## config.mk

```make
export PLATFORM = sky130hd
export DESIGN_NAME = obstacle_sequencer
export DESIGN_NICKNAME = d
export VERILOG_FILES = /design/src/rtl/obstacle_sequencer.sv
export SDC_FILE = /design/constraint.sdc
export NUM_CORES = 1
export LEC_CHECK = 0
export ABC_AREA = 1
export BUFFER_PORTS_ARGS = -buffer_cell sky130_fd_sc_hd__buf_2
export CORE_ASPECT_RATIO = 0.5
export CORE_MARGIN = 1
export CORE_UTILIZATION = 52
export DETAILED_ROUTE_END_ITERATION = 7
export GPL_ROUTABILITY_DRIVEN = 0
export PLACE_DENSITY = 0.74
export RECOVER_POWER = 50
export SYNTH_ARGS = -nofsm -noshare
export SYNTH_HDL_FRONTEND = slang
export SYNTH_SLANG_ARGS = --single-unit
```

## constraint.sdc

```tcl
create_clock -name clk -period 3.1 [get_ports clk]
set_input_delay 0.31 -clock clk [delete_from_list [all_inputs] [get_ports clk]]
set_output_delay 0.31 -clock clk [all_outputs]
set_load 0.005 [all_outputs]
```

## src/rtl/obstacle_sequencer.sv

```systemverilog
// Game-level obstacle scheduler: random pick with no immediate repeat, frame-counted
// idle gap before each obstacle, completion counting and victory detection.
module obstacle_sequencer #(
    parameter int         NUM_OBSTACLES = 8,
    parameter logic [3:0] IDLE_CODE     = 4'hF,
    parameter int         GAP_FRAMES    = 60,
    parameter int         WIN_COUNT     = 16,
    parameter logic [7:0] LFSR_SEED     = 8'hA5
) (
    input  logic        clk,
    input  logic        rst,
    input  logic        play_selected,
    input  logic        game_on,
    input  logic        vsync_in,
    input  logic        done_in,
    output logic [3:0]  obstacle_code,
    output logic        obstacle_active,
    output logic        done_out,
    output logic [15:0] obstacles_counted,
    output logic        victory
);

    localparam logic [2:0] S_IDLE   = 3'd0;
    localparam logic [2:0] S_PICK   = 3'd1;
    localparam logic [2:0] S_GAP    = 3'd2;
    localparam logic [2:0] S_ACTIVE = 3'd3;
    localparam logic [2:0] S_WIN    = 3'd4;

    localparam logic [3:0]  NUM_L = 4'(NUM_OBSTACLES);
    localparam logic [7:0]  GAP_L = 8'(GAP_FRAMES);
    localparam logic [15:0] WIN_L = 16'(WIN_COUNT);

    logic [2:0]  state_q, state_d;
    logic [7:0]  lfsr_q, lfsr_d;
    logic        vsync_q;
    logic [3:0]  last_code_q, last_code_d;
    logic [3:0]  chosen_q, chosen_d;
    logic [3:0]  try_q, try_d;
    logic [7:0]  frame_q, frame_d;
    logic [3:0]  code_q, code_d;
    logic        active_q, active_d;
    logic        done_out_q, done_out_d;
    logic [15:0] count_q, count_d;
    logic        victory_q, victory_d;

    logic        tick;
    logic [3:0]  cand;
    logic        cand_ok;
    logic [4:0]  last_inc;
    logic [3:0]  fallback;
    logic        start_req;

    assign tick      = vsync_in & ~vsync_q;
    assign cand      = lfsr_q[3:0];
    assign start_req = play_selected & game_on;

    // With a single valid code, a repeat is the only possible choice.
    assign cand_ok   = (cand < NUM_L) && ((cand != last_code_q) || (NUM_L == 4'd1));
    assign last_inc  = {1'b0, last_code_q} + 5'd1;

    always_comb begin
        fallback = 4'd0;
        if (last_code_q != IDLE_CODE && last_inc < {1'b0, NUM_L}) begin
            fallback = last_inc[3:0];
        end
    end

    always_comb begin
        state_d     = state_q;
        lfsr_d      = {lfsr_q[6:0], lfsr_q[7] ^ lfsr_q[5] ^ lfsr_q[4] ^ lfsr_q[3]};
        last_code_d = last_code_q;
        chosen_d    = chosen_q;
        try_d       = try_q;
        frame_d     = frame_q;
        count_d     = count_q;
        done_out_d  = 1'b0;

        // Abort wins over everything, including a done_in in the same cycle.
        if (state_q != S_IDLE && !game_on) begin
            state_d = S_IDLE;
        end else begin
            case (state_q)
                S_IDLE: begin
                    if (start_req) begin
                        state_d     = S_PICK;
                        count_d     = 16'd0;
                        last_code_d = IDLE_CODE;
                        try_d       = 4'd0;
                    end
                end
                S_PICK: begin
                    if (cand_ok) begin
                        chosen_d    = cand;
                        last_code_d = cand;
                        frame_d     = 8'd0;
                        state_d     = S_GAP;
                    end else if (try_q == 4'hF) begin
                        chosen_d    = fallback;
                        last_code_d = fallback;
                        frame_d     = 8'd0;
                        state_d     = S_GAP;
                    end else begin
                        try_d = try_q + 4'd1;
                    end
                end
                S_GAP: begin
                    if (frame_q == GAP_L) begin
                        state_d = S_ACTIVE;
                    end else if (tick) begin
                        frame_d = frame_q + 8'd1;
                    end
                end
                S_ACTIVE: begin
                    if (done_in) begin
                        done_out_d = 1'b1;
                        count_d    = (count_q == 16'hFFFF) ? count_q : count_q + 16'd1;
                        if (count_d == WIN_L) begin
                            state_d = S_WIN;
                        end else begin
                            state_d = S_PICK;
                            try_d   = 4'd0;
                        end
                    end
                end
                S_WIN: begin
                    if (start_req) begin
                        state_d = S_PICK;
                        count_d = 16'd0;
                        try_d   = 4'd0;
                    end
                end
                default: state_d = S_IDLE;
            endcase
        end

        code_d    = (state_d == S_ACTIVE) ? chosen_d : IDLE_CODE;
        active_d  = (state_d == S_ACTIVE);
        victory_d = (state_d == S_WIN);
    end

    always_ff @(posedge clk or posedge rst) begin
        if (rst) begin
            state_q     <= S_IDLE;
            lfsr_q      <= LFSR_SEED;
            vsync_q     <= 1'b0;
            last_code_q <= IDLE_CODE;
            chosen_q    <= IDLE_CODE;
            try_q       <= 4'd0;
            frame_q     <= 8'd0;
            code_q      <= IDLE_CODE;
            active_q    <= 1'b0;
            done_out_q  <= 1'b0;
            count_q     <= 16'd0;
            victory_q   <= 1'b0;
        end else begin
            state_q     <= state_d;
            lfsr_q      <= lfsr_d;
            vsync_q     <= vsync_in;
            last_code_q <= last_code_d;
            chosen_q    <= chosen_d;
            try_q       <= try_d;
            frame_q     <= frame_d;
            code_q      <= code_d;
            active_q    <= active_d;
            done_out_q  <= done_out_d;
            count_q     <= count_d;
            victory_q   <= victory_d;
        end
    end

    assign obstacle_code     = code_q;
    assign obstacle_active   = active_q;
    assign done_out          = done_out_q;
    assign obstacles_counted = count_q;
    assign victory           = victory_q;

endmodule
```

Word-level counts from Yosys, hierarchy flattened
Index checks and enable logic that the tools add are counted.
{"block": "totals", "inputBits": 6, "mem_bits_rw": 0, "latch_bits": 0, "memories": 0, "regBits": 55, "mem_bits_ro": 0}
{"block": "op_classes", "n_mul": 0, "shifts": 0, "mux": 36, "eq_ne": 21, "n_lt_le_gt_ge": 2, "n_bitwise": 7, "reduce_logical": 15, "addsub": 4, "div_mod_pow": 0}
{"op": "$mux 4", "n": 14}
{"op": "$mux 16", "n": 3}
{"op": "$mux 8", "n": 4}
{"op": "$pmux 16 s2", "n": 1}
{"op": "$mux 3", "n": 7}
{"op": "$add 16x1->16 const B", "n": 1}
{"op": "$eq 16x16->1 const B", "n": 1}
{"op": "$eq 16x5->1 const B", "n": 1}
{"op": "$pmux 8 s2", "n": 1}
{"op": "$ne 2x2->1 const B", "n": 7}
{"op": "$pmux 3 s4", "n": 1}
{"op": "$pmux 4 s3", "n": 1}
{"op": "$eq 3x2->1 const B", "n": 3}
{"op": "$add 8x1->8 const B", "n": 1}
{"op": "$eq 8x6->1 const B", "n": 1}
{"op": "$pmux 4 s2", "n": 1}
{"op": "$reduce_and 4->1", "n": 2}
{"op": "$reduce_and 7->1", "n": 1}
{"op": "$eq 3x3->1 const B", "n": 2}
{"op": "$reduce_bool 2->1", "n": 3}
{"op": "$reduce_bool 3->1", "n": 2}
{"op": "$add 4x1->5 const B", "n": 1}
{"op": "$lt 5x4->1 const B", "n": 1}
{"op": "$reduce_and 5->1", "n": 1}
{"op": "16 further kinds", "n": 24}

Depth between registers and ports, before layout
{"block": "depth", "ltp_word": 9, "mapped_depth": 14, "mapped_depth_nobuf": 14}

Worst setup path after synthesis
OpenSTA, ideal clock, no wires.
{"block": "synth_timing", "kind": "reg2reg", "startpoint": "reg count_q[0] (netlist: obstacles_counted[0])", "endpoint": "reg try_q[0]", "synth_period_minus_slack_ps": 1869, "path_slack_ps": 1231, "stages_incl_launch_ff": 14, "arrival_time_ps": 1803, "path_buffers": 0, "path_cell_list": "dfrtp_1 ha_1 nand3_2 nor2_4 nand2_4 nand2_1 nand2_1 nor2_1 nand2_1 nor2_2 nand3_2 nand2_2 nand2_1 nand2_1"}
{"block": "synth_via", "elab_chain_len": 5, "word_cells_on_any_way": 6}
{"item": "start, declared", "line": "43", "rtl": "logic [15:0] count_q, count_d;"}
{"item": "start signal, assigned", "line": "166", "rtl": "count_q <= count_d;"}
{"item": "$add 16x1->16 / $eq 16x16->1 (equally long branches)", "line": "116", "rtl": "count_d = (count_q == 16'hFFFF) ? count_q : count_q + 16'd1;"}
{"item": "$mux 16 *", "line": "116"}
{"item": "$eq 16x5->1 *", "line": "117", "rtl": "if (count_d == WIN_L) begin"}
{"item": "$ne 2x2->1 (no line) *"}
{"item": "$reduce_and 7->1 (no line) *"}
{"item": "end signal, assigned", "line": "161", "rtl": "try_q <= try_d;"}
{"item": "end, declared", "line": "38", "rtl": "logic [3:0] try_q, try_d;"}
Mark *: on every way between the ends. The rest lies on a longest branch, timed or not.
A chain may end at the register's enable or synchronous reset.

Worst setup path in the final report
Same ends and word-level chain as after synthesis.

==> flow_summary.json <==
{
  "route.detailed.drc": 0,
  "final-seq-area_um2": 1400,
  "synthTopCellsByArea": "dfrtp_1, nand2_1, dfstp_2",
  "regToRegSetupSlack_ns": 0.87,
  "worstSkewPairLatency_ns": 0.30,
  "final_core_util_pct": 62.0,
  "placement.io_buffers": 28,
  "drv_cap": 0,
  "min-delay-path-class": "in2reg",
  "first_pass_grt_wire_length_um": 12300,
  "groute.usage.overall_pct": 25.1,
  "antenna_violating_nets_post_route": 0,
  "setup.worst_path.start": "obstacles_counted[0]",
  "total_number_of_clock_tree_sinks": 55,
  "multi_input_area_um2": 1480,
  "grt_max_degree": 26,
  "comb_power_share_pct": 31.3,
  "max_slew_margin_pct": 36.5,
  "maximum_fanout_along_the_worst_path": 10,
  "synth_async_sr_flop_share_pct": 100,
  "max_buffers_root_to_sink": 2,
  "drt_first_pass_iters": 5,
  "worst_flop_to_flop_path_startpoint": "obstacles_counted[0]",
  "post_cts.resized_instances": 0,
  "n_fill_cell": 506,
  "final_cycle_utilization_of_the_critical_path_pct": 71.8,
  "start_util_pct": 55.0,
  "die_w_um": 111,
  "die-area_um2": 6270,
  "layout-drive-gt1-share_pct": 16.5,
  "unrepaired_setup_endpoints_after_global_routing": "false",
  "worstPathArrival_ns": 2.46,
  "critPathLaunchType": "flip-flop",
  "cellLeakagePower_uw": 0.00169,
  "period_needed_ns": 2.23,
  "chip_height_um": 56.5,
  "final-max-slew-violation-count": 0,
  "grt_pass1_vias": 2737,
  "netSwitchingPower_uw": 831,
  "synth.largest_area_cell": "dfrtp_1",
  "floorplan.io_pins": 29,
  "yosys_register_bits": 55,
  "routed_wire_length_per_instance_um": 13.5,
  "yosys_most_used_dff": "dfrtp_1",
  "synth.yosys.warnings": 0,
  "status": "finished clean",
  "vdd.ir_drop.worst_v": 0.000257,
  "synth_top_area_share_pct": 31.6,
  "hold_viol": 0,
  "syn2layout_area_growth_pct": 12.6,
  "p_sw_share_pct": 37.3,
  "crit-reg2reg-capture": "try_q[0]",
  "cts_setup_buffers": 0,
  "synth_enable_flop_cells": 0,
  "setup-violations-final": 0,
  "ctsHoldBuffers": 0,
  "detailedPlace.worstSlack_ns": 0.929,
  "num_antenna_cells": 0,
  "finalWirelength_um": 6960,
  "power_density_nw_per_um2": 641,
  "rows": 19,
  "number_of_antenna_violations_at_the_first_check_in_global_routing": 0,
  "cts_root_buf": "clkbuf_16",
  "synth.net_count": 418,
  "path_class": "reg2reg",
  "final_nets": 453,
  "vias": 2792,
  "synth_cell_types": 31,
  "internal_power_uw": 1400,
  "cts.reportedPaths.clkPinSlew_ns": 0.07,
  "core_area_um2": 5610,
  "routed_via_density": 5.41,
  "maxClockFrequency_mhz": 449,
  "first_iter_violations": 206,
  "place_hpwl_um": 5150,
  "syn_avg_cell_area_um2": 7.59,
  "syn-instance-count": 407,
  "tritoncts.num_buffers": 5,
  "seq_area_frac_synth_pct": 45.2,
  "tritoncts": "built",
  "finalSetupTns_ns": 0,
  "critPathCapture": "try_q[0]",
  "cts_htree_levels": 2,
  "clkPwrFrac_pct": 26.9,
  "r2r_cells": 13,
  "final.setup.worst_slack_ns": 0.873,
  "worst_ep_required_time_ns": 3.34,
  "clock_skew_ns": 0.00736,
  "netlist_area_um2": 3090,
  "gr-total-overflow": 0,
  "power_frac_seq_pct": 41.9,
  "timing.critical_path.to_type": "flip-flop",
  "tightestPinTransition_ns": 0.952
}
==> area by class of cell <==
type | count | share of cell area [%]
Clock buffer | 7 | 4.39
Clock inverter | 1 | 0.216
Inverter | 54 | 5.83
Multi-Input combinational cell | 296 | 42.6
Sequential cell | 55 | 40.2
Tap cell | 73 | 2.63
Timing Repair Buffer | 30 | 4.21
==> per-layer routing <==
layer	share of wire [%]	global-route usage, %
met1	46	31.7
met2	47	42.6
met3	5.8	5.83
met4	1.5	9.78
met5	0	0
==> worst max-delay path, stage by stage (launching register included) <==
cell and delay [ns]:
dfrtp_1 0.48, ha_1 0.29, nand3_2 0.18, nor2_4 0.21, nand2_4 0.12, nand2_1 0.09
nand2_1 0.06, nor2_1 0.11, nand2_1 0.07, nor2_2 0.15, nand3_2 0.17, nand2_2 0.13
nand2_1 0.05, nand2_1 0.05
==> power groups by stage <==
| stage | clock, uW | combinational (uW) | sequential, uW |
|---|---|---|---|
| after detailed placement | 0 | 689 | 943 |
| after global routing | 641 | 796 | 948 |
| after CTS | 609 | 696 | 931 |
| after global placement | 0 | 657 | 940 |
| after floorplan | 0 | 514 | 924 |
| final | 599 | 697 | 934 |
==> cells in the final DEF (no fill, tap or decap), types with 3 or more instances in the layout <==
cell       instances
nand2_1          116
inv_1             51
nor2_1            39
dfrtp_1           39
nand3_1           35
o21ai_0           27
buf_2             27
dfstp_2           14
a21oi_1           11
nor2_2            10
xor2_1            10
nand4_1            9
xnor2_1            5
ha_1               5
clkbuf_16          5
o22ai_1            4
inv_2              3
nand2_2            3
nand3_2            3
nor3_1             3
a22o_1             3
clkbuf_1           3
==> cells by family (layout without fill, tap and decap cells) <==
family | after synthesis | in the layout | synth area share, %
fa+ha+maj | 5 | 5 | 2.03
flops | 55 | 55 | 45.2
xor+xnor | 15 | 15 | 4.25
compound gates | 49 | 49 | 8.67
simple gates | 227 | 227 | 33.0
buf+inv | 56 | 92 | 6.85
==> synthesized netlist by cell type (3+ instances only) <==
cell type / instances
a21oi_1: 11
a22o_1: 3
dfrtp_1: 39
dfstp_2: 16
ha_1: 5
inv_1: 51
inv_2: 3
nand2_1: 116
nand2_2: 3
nand3_1: 35
nand3_2: 3
nand4_1: 9
nor2_1: 39
nor2_2: 10
nor3_1: 3
o21ai_0: 27
o22ai_1: 4
xnor2_1: 5
xor2_1: 10
==> how the worst min path moves through the flow <==
stage,from,to,depth (start not counted)
after floorplan,lfsr_q[6],lfsr_q[7],0
after global placement,lfsr_q[6],lfsr_q[7],0
after detailed placement,lfsr_q[6],lfsr_q[7],0
after CTS,rst,obstacles_counted[13],2
after global routing,vsync_in,vsync_q,1
final,vsync_in,vsync_q,1
==> registers in the layout (all words and copies together), names as in the netlist, 3 cells and up <==
name               cells
obstacles_counted     16
frame_q                8
lfsr_q                 8
chosen_q               4
last_code_q            4
obstacle_code          4
try_q                  4
state_q                3
==> metrics by stage <==
step / total power (uW) / instances / instance area [um^2] / hold WS, ns
6_report: 2230 / 516 / 3480 / 0.126
5_1_grt: 2380 / 516 / 3480 / 0.127
4_1_cts: 2240 / 516 / 3490 / 0.0651
3_5_place_dp: 1630 / 508 / 3330 / 0.352
3_3_place_gp: 1600 / 508 / 3330 / 0.336
2_1_floorplan: 1440 / 407 / 3090 / 0.333
Note: power is estimated with default switching activity, not from simulation.
